$ cat src/rtl/param_sync_fifo.sv
// param_sync_fifo: single-clock FIFO with registered occupancy flags and overflow/underflow pulses.
// Build option: define PARAM_SYNC_FIFO_FWFT_EN for first-word-fall-through output; otherwise DATA_OUT is registered with one-cycle read latency.
module param_sync_fifo #(
  parameter int DATA_WIDTH = 8,
  parameter int ADDR_WIDTH = 4,
  parameter int AF_THRESH  = 14,
  parameter int AE_THRESH  = 2
) (
  input  logic                  FCLK,
  input  logic                  FRSTN,
  input  logic                  WR_EN,
  input  logic                  RD_EN,
  input  logic [DATA_WIDTH-1:0] DATA_IN,
  output logic [DATA_WIDTH-1:0] DATA_OUT,
  output logic                  FULL,
  output logic                  EMPTY,
  output logic                  ALMOST_FULL,
  output logic                  ALMOST_EMPTY,
  output logic [ADDR_WIDTH:0]   COUNT,
  output logic                  OVERFLOW,
  output logic                  UNDERFLOW
);
  localparam int DEPTH = 1 << ADDR_WIDTH;
  localparam logic [ADDR_WIDTH:0] DEPTH_C = (ADDR_WIDTH+1)'(DEPTH);
  localparam logic [ADDR_WIDTH:0] AF_C    = (ADDR_WIDTH+1)'(AF_THRESH);
  localparam logic [ADDR_WIDTH:0] AE_C    = (ADDR_WIDTH+1)'(AE_THRESH);
  localparam logic [ADDR_WIDTH:0] ONE_C   = (ADDR_WIDTH+1)'(1);

  logic [DATA_WIDTH-1:0] mem_q [DEPTH];
  logic [ADDR_WIDTH-1:0] wr_ptr_q, wr_ptr_d, rd_ptr_q, rd_ptr_d;
  logic [ADDR_WIDTH:0]   count_q, count_d;
  logic                  full_q, empty_q, af_q, ae_q, ovf_q, udf_q;
  logic                  rd_acc, wr_acc;

  // Acceptance decisions and next pointer/occupancy; a full FIFO may still take a write when a read frees a slot.
  always_comb begin
    rd_acc   = RD_EN && !empty_q;
    wr_acc   = WR_EN && (!full_q || rd_acc);
    wr_ptr_d = wr_acc ? wr_ptr_q + ADDR_WIDTH'(1) : wr_ptr_q;
    rd_ptr_d = rd_acc ? rd_ptr_q + ADDR_WIDTH'(1) : rd_ptr_q;
    count_d  = (wr_acc && !rd_acc) ? count_q + ONE_C :
               (rd_acc && !wr_acc) ? count_q - ONE_C : count_q;
  end

  // Storage is deliberately left unreset; only accepted writes touch it.
  always_ff @(posedge FCLK) begin
    if (wr_acc) mem_q[wr_ptr_q] <= DATA_IN;
  end

  // Pointers, count and flags; flags derive from next count so they always agree with COUNT.
  always_ff @(posedge FCLK or negedge FRSTN) begin
    if (!FRSTN) begin
      wr_ptr_q <= '0;
      rd_ptr_q <= '0;
      count_q  <= '0;
      full_q   <= 1'b0;
      empty_q  <= 1'b1;
      af_q     <= 1'b0;
      ae_q     <= 1'b1;
      ovf_q    <= 1'b0;
      udf_q    <= 1'b0;
    end else begin
      wr_ptr_q <= wr_ptr_d;
      rd_ptr_q <= rd_ptr_d;
      count_q  <= count_d;
      full_q   <= count_d == DEPTH_C;
      empty_q  <= count_d == '0;
      af_q     <= count_d >= AF_C;
      ae_q     <= count_d <= AE_C;
      ovf_q    <= WR_EN && !wr_acc;
      udf_q    <= RD_EN && !rd_acc;
    end
  end

`ifdef PARAM_SYNC_FIFO_FWFT_EN
  assign DATA_OUT = empty_q ? '0 : mem_q[rd_ptr_q];
`else
  logic [DATA_WIDTH-1:0] dout_q;

  // Registered read port: the popped word appears the cycle after the accepted read and holds otherwise.
  always_ff @(posedge FCLK or negedge FRSTN) begin
    if (!FRSTN) dout_q <= '0;
    else if (rd_acc) dout_q <= mem_q[rd_ptr_q];
  end

  assign DATA_OUT = dout_q;
`endif

  assign FULL         = full_q;
  assign EMPTY        = empty_q;
  assign ALMOST_FULL  = af_q;
  assign ALMOST_EMPTY = ae_q;
  assign COUNT        = count_q;
  assign OVERFLOW     = ovf_q;
  assign UNDERFLOW    = udf_q;
endmodule

$ cat config.mk
export PLATFORM = sky130hd
export DESIGN_NAME = param_sync_fifo
export DESIGN_NICKNAME = d
export VERILOG_FILES = /design/src/rtl/param_sync_fifo.sv
export SDC_FILE = /design/constraint.sdc
export NUM_CORES = 1
export LEC_CHECK = 0
export ABC_CLOCK_PERIOD_IN_PS = 2200
export CORE_AREA = 4 4 139 154
export DETAILED_ROUTE_END_ITERATION = 6
export DIE_AREA = 0 0 143 158
export SLEW_MARGIN = 40
export SYNTH_ARGS = -nofsm -noshare
export SYNTH_HDL_FRONTEND = slang
export SYNTH_SLANG_ARGS = --single-unit
$ cat constraint.sdc
create_clock -name FCLK -period 2.2 [get_ports FCLK]
set_input_delay 0.22 -clock FCLK [delete_from_list [all_inputs] [get_ports FCLK]]
set_output_delay 0.22 -clock FCLK [all_outputs]
set_load 0.03 [all_outputs]
==> flow_summary.toml <==
[run_status]
status = "completed"

[synthesis]
synth_most_common_cell = "edfxtp_1"
synth_top_area_share_pct = 61.2
synth_edf_count = 128
synth.avg_cell_area_um2 = 15.4
async_reset_ff_share_pct = 17.4
synth_seq_cells = 155
synthTopCellsByCount = "edfxtp_1, mux2i_1, nand2_1"
netlist_instances = 407
syn_area_um2 = 6280
yosysTopAreaCell = "edfxtp_1"
yosys_warnings = 0
synthTopCellsByArea = "edfxtp_1, mux2i_1, dfrtp_1"
syn-num-nets = 426
synth-main-ff-cell = "edfxtp_1"
synth-seq-area-share_pct = 72.0
ys_types = 40

[detailed_routing]
antenna_left = 0
vias = 3577
vias_per_cell = 4.90
drtIter0Drc = 295
m1WireLength_um = 5830
wl_per_cell_um = 18.7
highest_layer = "met4"
routed_wl_um = 13700
drc = 0
met2WireLength_um = 6920
drtPass1Iterations = 5
met3_length_um = 624

[timing]
min_period_ns = 1.90
fin_tns_setup_ns = 0
hold_viol = 0
max_slew.worst_pin.slew_ns = 0.775
setup_viol = 0
clock_skew_ns = 0.00781
slew_headroom_pct = 48.2
drv_slew = 0
finalCritPeriodShare_pct = 86.5
fmax_ghz = 0.526
rsz0062_at_grt = "no"
setup_ws_ns = 0.297

[clocking]
cts.repair.resized = 0
postCtsHoldBufs = 0
clk-insertion-delay-late_ns = 0.42
cts_made_buffers = 17
postCtsSetupBuffers = 0
clkTransAtPathRegs_ns = 0.06
cts-root-buf = "clkbuf_16"
cts_tree = "done"
htreeDepth = 4
clockBufferDepth = 2
clkSinkCount = 155

[setup_path]
cp.arrival_ns = 2.20
endpoint_kind = "flop"
path_delay_family = "simple AND/OR/NAND/NOR gates"
crit_buf_inv = 0
path_cells = "and2b_4 -> nor3b_4 -> a21boi_4 -> xnor2_2 -> nor4_1"
startpoint_type = "flop"
crit_type = "reg -> reg"
crit_path_top_delay_cell = "dfstp_2"
worstPathRequired_ns = 2.50
cp_slowest_stage_delay_ns = 0.58
reg2reg_slack_ns = 0.30
worstPathMaxFanout = 5

[global_routing]
grt_pass1_wl_um = 21200
track_usage_pct = 12.7
grt_overflow = 0
grt_max_degree = 28
antenna_found_initial = 0
grt_pass1_vias = 3631

[floorplanning]
boundaryPins = 31
die_w_um = 143
die_area_um2 = 22600
rows = 54
core_area_um2 = 19800
die_height_um = 158
start_util_pct = 31.7

[finish]
area_delta_synth_final_pct = 20.2
nFillCells = 1830
antenna_cells = 0
final_cells = 730
drive_gt1_share_pct = 14.6
nets = 484

[power_and_ir_drop]
p_switching_mw = 3.31
leakage_nw = 2.71
p_comb_share_pct = 31.9
power_density_nw_per_um2 = 1290
ir_worst_vdd_mv = 0.799
sw_frac_of_total_pct = 34.0
internal_power_mw = 6.44
clkPwrFrac_pct = 26.2
seqPwrFrac_pct = 42.0

[worst_hold_path]
hold_class = "in -> async"

[flow_run]
drv_cap = 0

[placed_design]
dp_hpwl_um = 9210
port_buffers = 30
gp_congestion = 0.786
placed_cells = 698
dp_slack_ns = 0.100
[through the flow]
step | area, µm² | util [%] | total power [mW] | hold WS, ns
5_1_grt | 7550 | 38.2 | 10.2 | 0.221
6_report | 7550 | 38.2 | 9.75 | 0.195
3_5_place_dp | 7040 | 35.6 | 7.28 | 0.478
3_3_place_gp | 7040 | 35.6 | 7.23 | 0.474
2_1_floorplan | 6280 | - | 6.13 | -0.0756
4_1_cts | 7550 | 38.2 | 9.83 | 0.190
[cells in the final DEF, fill, tap and decap left out, types with 2 or more instances in the layout]
cell type,synthesis,layout
ha_1,7,7
nor3_1,4,4
dfrtp_1,25,24
clkbuf_1,8,4
buf_4,3,28
nor4_1,3,3
xnor2_1,8,8
a21oi_1,17,17
nand2b_1,4,4
clkinv_2,0,6
edfxtp_1,128,128
a22oi_1,16,16
mux2i_1,64,64
clkdlybuf4s50_1,0,30
nand3_1,19,19
inv_1,5,5
dfstp_2,2,2
o21ai_0,3,3
nand4_1,9,9
and2_1,2,2
nor2b_1,2,2
clkbuf_8,0,2
clkbuf_16,0,17
nand2_1,37,37
nor2_1,15,15
clkinvlp_4,0,2
[layout make-up]
class	count	area (µm²)	share of cell area, %
flip-flops and latches	155	4530	59.9
repair buffers	59	531	7.02
well taps	252	315	4.17
clock buffers	23	468	6.19
clock inverters	9	48.8	0.646
inverters	5	18.8	0.248
multi-input cells	227	1650	21.8
[power by group through the flow]
stage	registers [mW]	logic [mW]	clock network [mW]
CTS	4.09	3.14	2.60
finish	4.09	3.11	2.55
floorplan	4.22	1.91	0
global route	4.15	3.37	2.71
detailed placement	4.15	3.13	0
global placement	4.14	3.09	0
[state kept, by name, indices dropped and copies added (netlist names), 4 cells and up]
name      flops
DATA_OUT      8
wr_ptr_q      4
COUNT         5
rd_ptr_q      4
mem_q       128
[worst paths after layout]
path	from	endpoint	depth (start not counted)
worst max-delay path	EMPTY$_DFF_PN1_	FULL$_DFF_PN0_	5
worst min-delay path	FRSTN	OVERFLOW$_DFF_PN0_	2
worst max register to register	EMPTY$_DFF_PN1_	FULL$_DFF_PN0_	5
worst min register to register	DATA_OUT[3]$_DFFE_PN0P_	DATA_OUT[3]$_DFFE_PN0P_	2
max in group asynchronous	FRSTN	ALMOST_EMPTY$_DFF_PN1_	2
min in group FCLK	RD_EN	UNDERFLOW$_DFF_PN0_	2
[cell families after synthesis]
group,after synthesis,share of synthesized area (%)
xor+xnor,10,1.63
simple gates,102,8.00
fa+ha+maj,7,1.39
mux,64,10.2
compound gates,44,5.00
buf+inv,25,1.81
flops,155,72.0
[per-layer routing]
layer	track usage [%]	up-vias
met5	0	-
met4	5.79	0
met3	3.14	21
met2	21.5	92
met1	15.4	1816
li1	-	1648
[worst register-to-register path: stages (launching register included)]
cell and delay (ns):
dfstp_2 0.58, and2b_4 0.23, nor3b_4 0.32, a21boi_4 0.10
xnor2_2 0.18, nor4_1 0.37
Power figures use the tool's default switching activity.
==> variant: new RTL, same flow settings <==
Make the reset (`FRSTN`) synchronous in 2 clocked blocks.
--- a/src/rtl/param_sync_fifo.sv
+++ b/src/rtl/param_sync_fifo.sv
@@ -50,3 +50,3 @@
   // Pointers, count and flags; flags derive from next count so they always agree with COUNT.
-  always_ff @(posedge FCLK or negedge FRSTN) begin
+  always_ff @(posedge FCLK) begin
     if (!FRSTN) begin
@@ -80,3 +80,3 @@
   // Registered read port: the popped word appears the cycle after the accepted read and holds otherwise.
-  always_ff @(posedge FCLK or negedge FRSTN) begin
+  always_ff @(posedge FCLK) begin
     if (!FRSTN) dout_q <= '0;
Check against the original RTL: differs if FRSTN is asserted again (counterexample within 4 cycles, from zero or initial values and one cycle with FRSTN low); with FRSTN held inactive, the same outputs for 10 cycles.
==> variant against the original RTL <==
  * Global-route usage down 0.44 points
  * First-iteration DRC count down 31%
  * Sequential cell count unchanged
  * Utilization up 0.39 points
  * Count of clock-buffer cells in the layout down 4
  * Maximum frequency down 3.0%
  * Cell count down 7.7%
  * Wire length down 4.7%
  * Setup slack worse by 0.060 ns
  * Final area up 1.0%
  * Synthesized area down 1.4%
Power is not compared: it rests on default switching activity, and its combinational part moved more than twofold at a synthesized area within 25%.
==> variant: results (changes against the original RTL) <==
- Status: finished, final reports clean (unchanged)
- N_diodes: 0 (unchanged)
- Post-Synth Adder-Cell Area: 1.41% (was 1.39%)
- Largest family of logic cells by synthesized area: multiplexers (unchanged)
- Mapped Nets: 366 (was 426)
- Post-synth ARST share: 0% (was 17.4%)
- Area occupied by multi-input gates: 1680 sq um (was 1650 sq um)
- Vias: 3295 (was 3577)
- Share of post-route cells with drive strength above 1: 23.2% (was 14.6%)
- Inverters: 5 (unchanged)
- Global-route wire length before repair: 20300 microns (was 21200 microns)
- Yosys cell types: 48 (was 40)
- Clock-cell share: 8.77% (was 6.84%)
- Tot GR Track Use: 12.3% (was 12.7%)
- Initial DRC Count: 203 (was 295)
- Xor and xnor area share after synthesis: 1.39% (was 1.63%)
- Wirelength per Cell: 19.3 microns (was 18.7 microns)
- Storage cell area: 4390 sq um (was 4530 sq um)
- Largest register FFs: 128 (unchanged)
- Largest net degree at the start of global routing: 36 (was 28)
- Crit path DAT: 2.31 ns (was 2.20 ns)
- Yosys warns: 0 (unchanged)
- Crit-path slowest cell: or4_1 (was dfstp_2)
- CTS clk-pin slew, worst paths: 0.06 ns (about the same)
- CTS Buf Count: 17 (unchanged)
- R2R cell count: 5 (unchanged)
- Largest Register: mem_q (unchanged)
- CTS Buffer Depth: 2 (unchanged)
- Initial antenna violation count: 0 (unchanged)
- Top cells by count, synth: edfxtp_1 (128), nor2_1 (30), dfxtp_1 (27), mux4_2 (22), a21oi_1 (18) (was edfxtp_1 (128), mux2i_1 (64), nand2_1 (37), dfrtp_1 (25), nand3_1 (19))
- CTS Sinks: 155 (unchanged)
- Clk_buf instances: 19 (was 23)
- Placer Congestion: 0.765 (was 0.786)
- Post_cts resized: 0 (unchanged)
- Nonclk buf count: 60 (was 59)
- Worst setup skew after layout: 0.00677 ns (was 0.00781 ns)
- Layout filler cell count: 1775 (was 1830)
- DRT Pass-1 Iters: 4 (was 5)
- Crit-path max cell delay: 0.52 ns (was 0.58 ns)
- Slew of the pin with the lowest slew margin: 0.677 ns (was 0.775 ns)
- Vias in the first global route: 3481 (was 3631)
- Setup slack at placement: 0.0698 ns (was 0.100 ns)
- Sequential share of the synthesized area: 70.7% (was 72.0%)
- Most area-consuming cells after synthesis: edfxtp_1 (62%), dfxtp_1 (8.7%), mux4_2 (8.0%) (was edfxtp_1 (61%), mux2i_1 (10%), dfrtp_1 (10%))
- Worst Hold Class: in2reg (was in2async)
- HPWL after DPL: 8750 microns (was 9210 microns)
- Worst-path fanout max: 7 (was 5)
- # port buffers: 30 (unchanged)
- Post-synth EDFFs: 128 (unchanged)
- # Post-CTS Setup Buffers: 0 (unchanged)
- Mux share of post-synthesis cell area: 12.2% (was 10.2%)
- Cell family contributing the most delay on the critical path: simple AND/OR/NAND/NOR gates (unchanged)
- CTS H-tree depth: 4 (unchanged)
- Final Hold Viols: 0 (unchanged)
- Clock root cell: clkbuf_16 (unchanged)
- Signal buf overhead: 7.38% (was 7.02%)
- Net count, final: 428 (was 484)
- Multi-Input Combinational: 170 (was 227)
- Compound-cell area share of the yosys netlist: 5.15% (was 5.00%)
[variant: cell count changes in the layout (fill, tap and decap cells not counted), sizes merged, moves of 6 or more]
cell and change:
nor2 +15, nand3 -17, bufinv +6, dfrtp -25
nand4 -7, mux2i -64, dfxtp +27, mux4 +32
nand2 -28
[variant: power by group]
part	switching (mW)	internal, mW	leakage (nW)	total [mW]
Sequential	0.0928	3.29	1.38	3.38
Combinational	0.602	0.528	0.821	1.13
Clock	1.17	2.14	0.323	3.32
Total	1.87	5.96	2.52	7.83
[variant: worst register-to-register path: stages, from the launching register on]
cell and delay [ns]:
dfxtp_1 0.45, inv_1 0.12, ha_1 0.36, or4_1 0.52, a31o_1 0.26, o31ai_2 0.17
[variant: worst paths after layout]
kind	startpoint	to	slack (ns)
max	COUNT[0]	EMPTY	0.24
min	FRSTN	COUNT[4]	0.45
max reg2reg	COUNT[0]	EMPTY	0.24
min reg2reg	DATA_OUT[5]	DATA_OUT[5]	0.49
[variant: through the flow]
step	area [sq um]	utilization (%)	hold WS, ns	power, mW	cells
final	7630	38.6	0.447	7.83	674
after global routing	7630	38.6	0.458	8.13	674
after CTS	7630	38.6	0.431	7.89	674
after detailed placement	6960	35.2	0.480	4.59	642
after global placement	6960	35.2	0.478	4.56	642
after floorplan	6220	-	0.285	4.19	347
[variant: layer usage]
layer | track usage (%) | share of wire (%) | vias to the layer above
met5 | 0 | 0 | -
met4 | 5.16 | 2.2 | 0
met3 | 2.84 | 4.4 | 21
met2 | 20.9 | 51 | 99
met1 | 15.0 | 42 | 1673
li1 | - | - | 1502
[variant: logic make-up after synthesis]
logic type                 Yosys count
DFF                                155
and+or+nand+nor                     76
AOI/OAI and AO/OA                   46
muxes                               32
buffers and inverters               22
xor gates and xnor gates             9
adders and majority gates            7
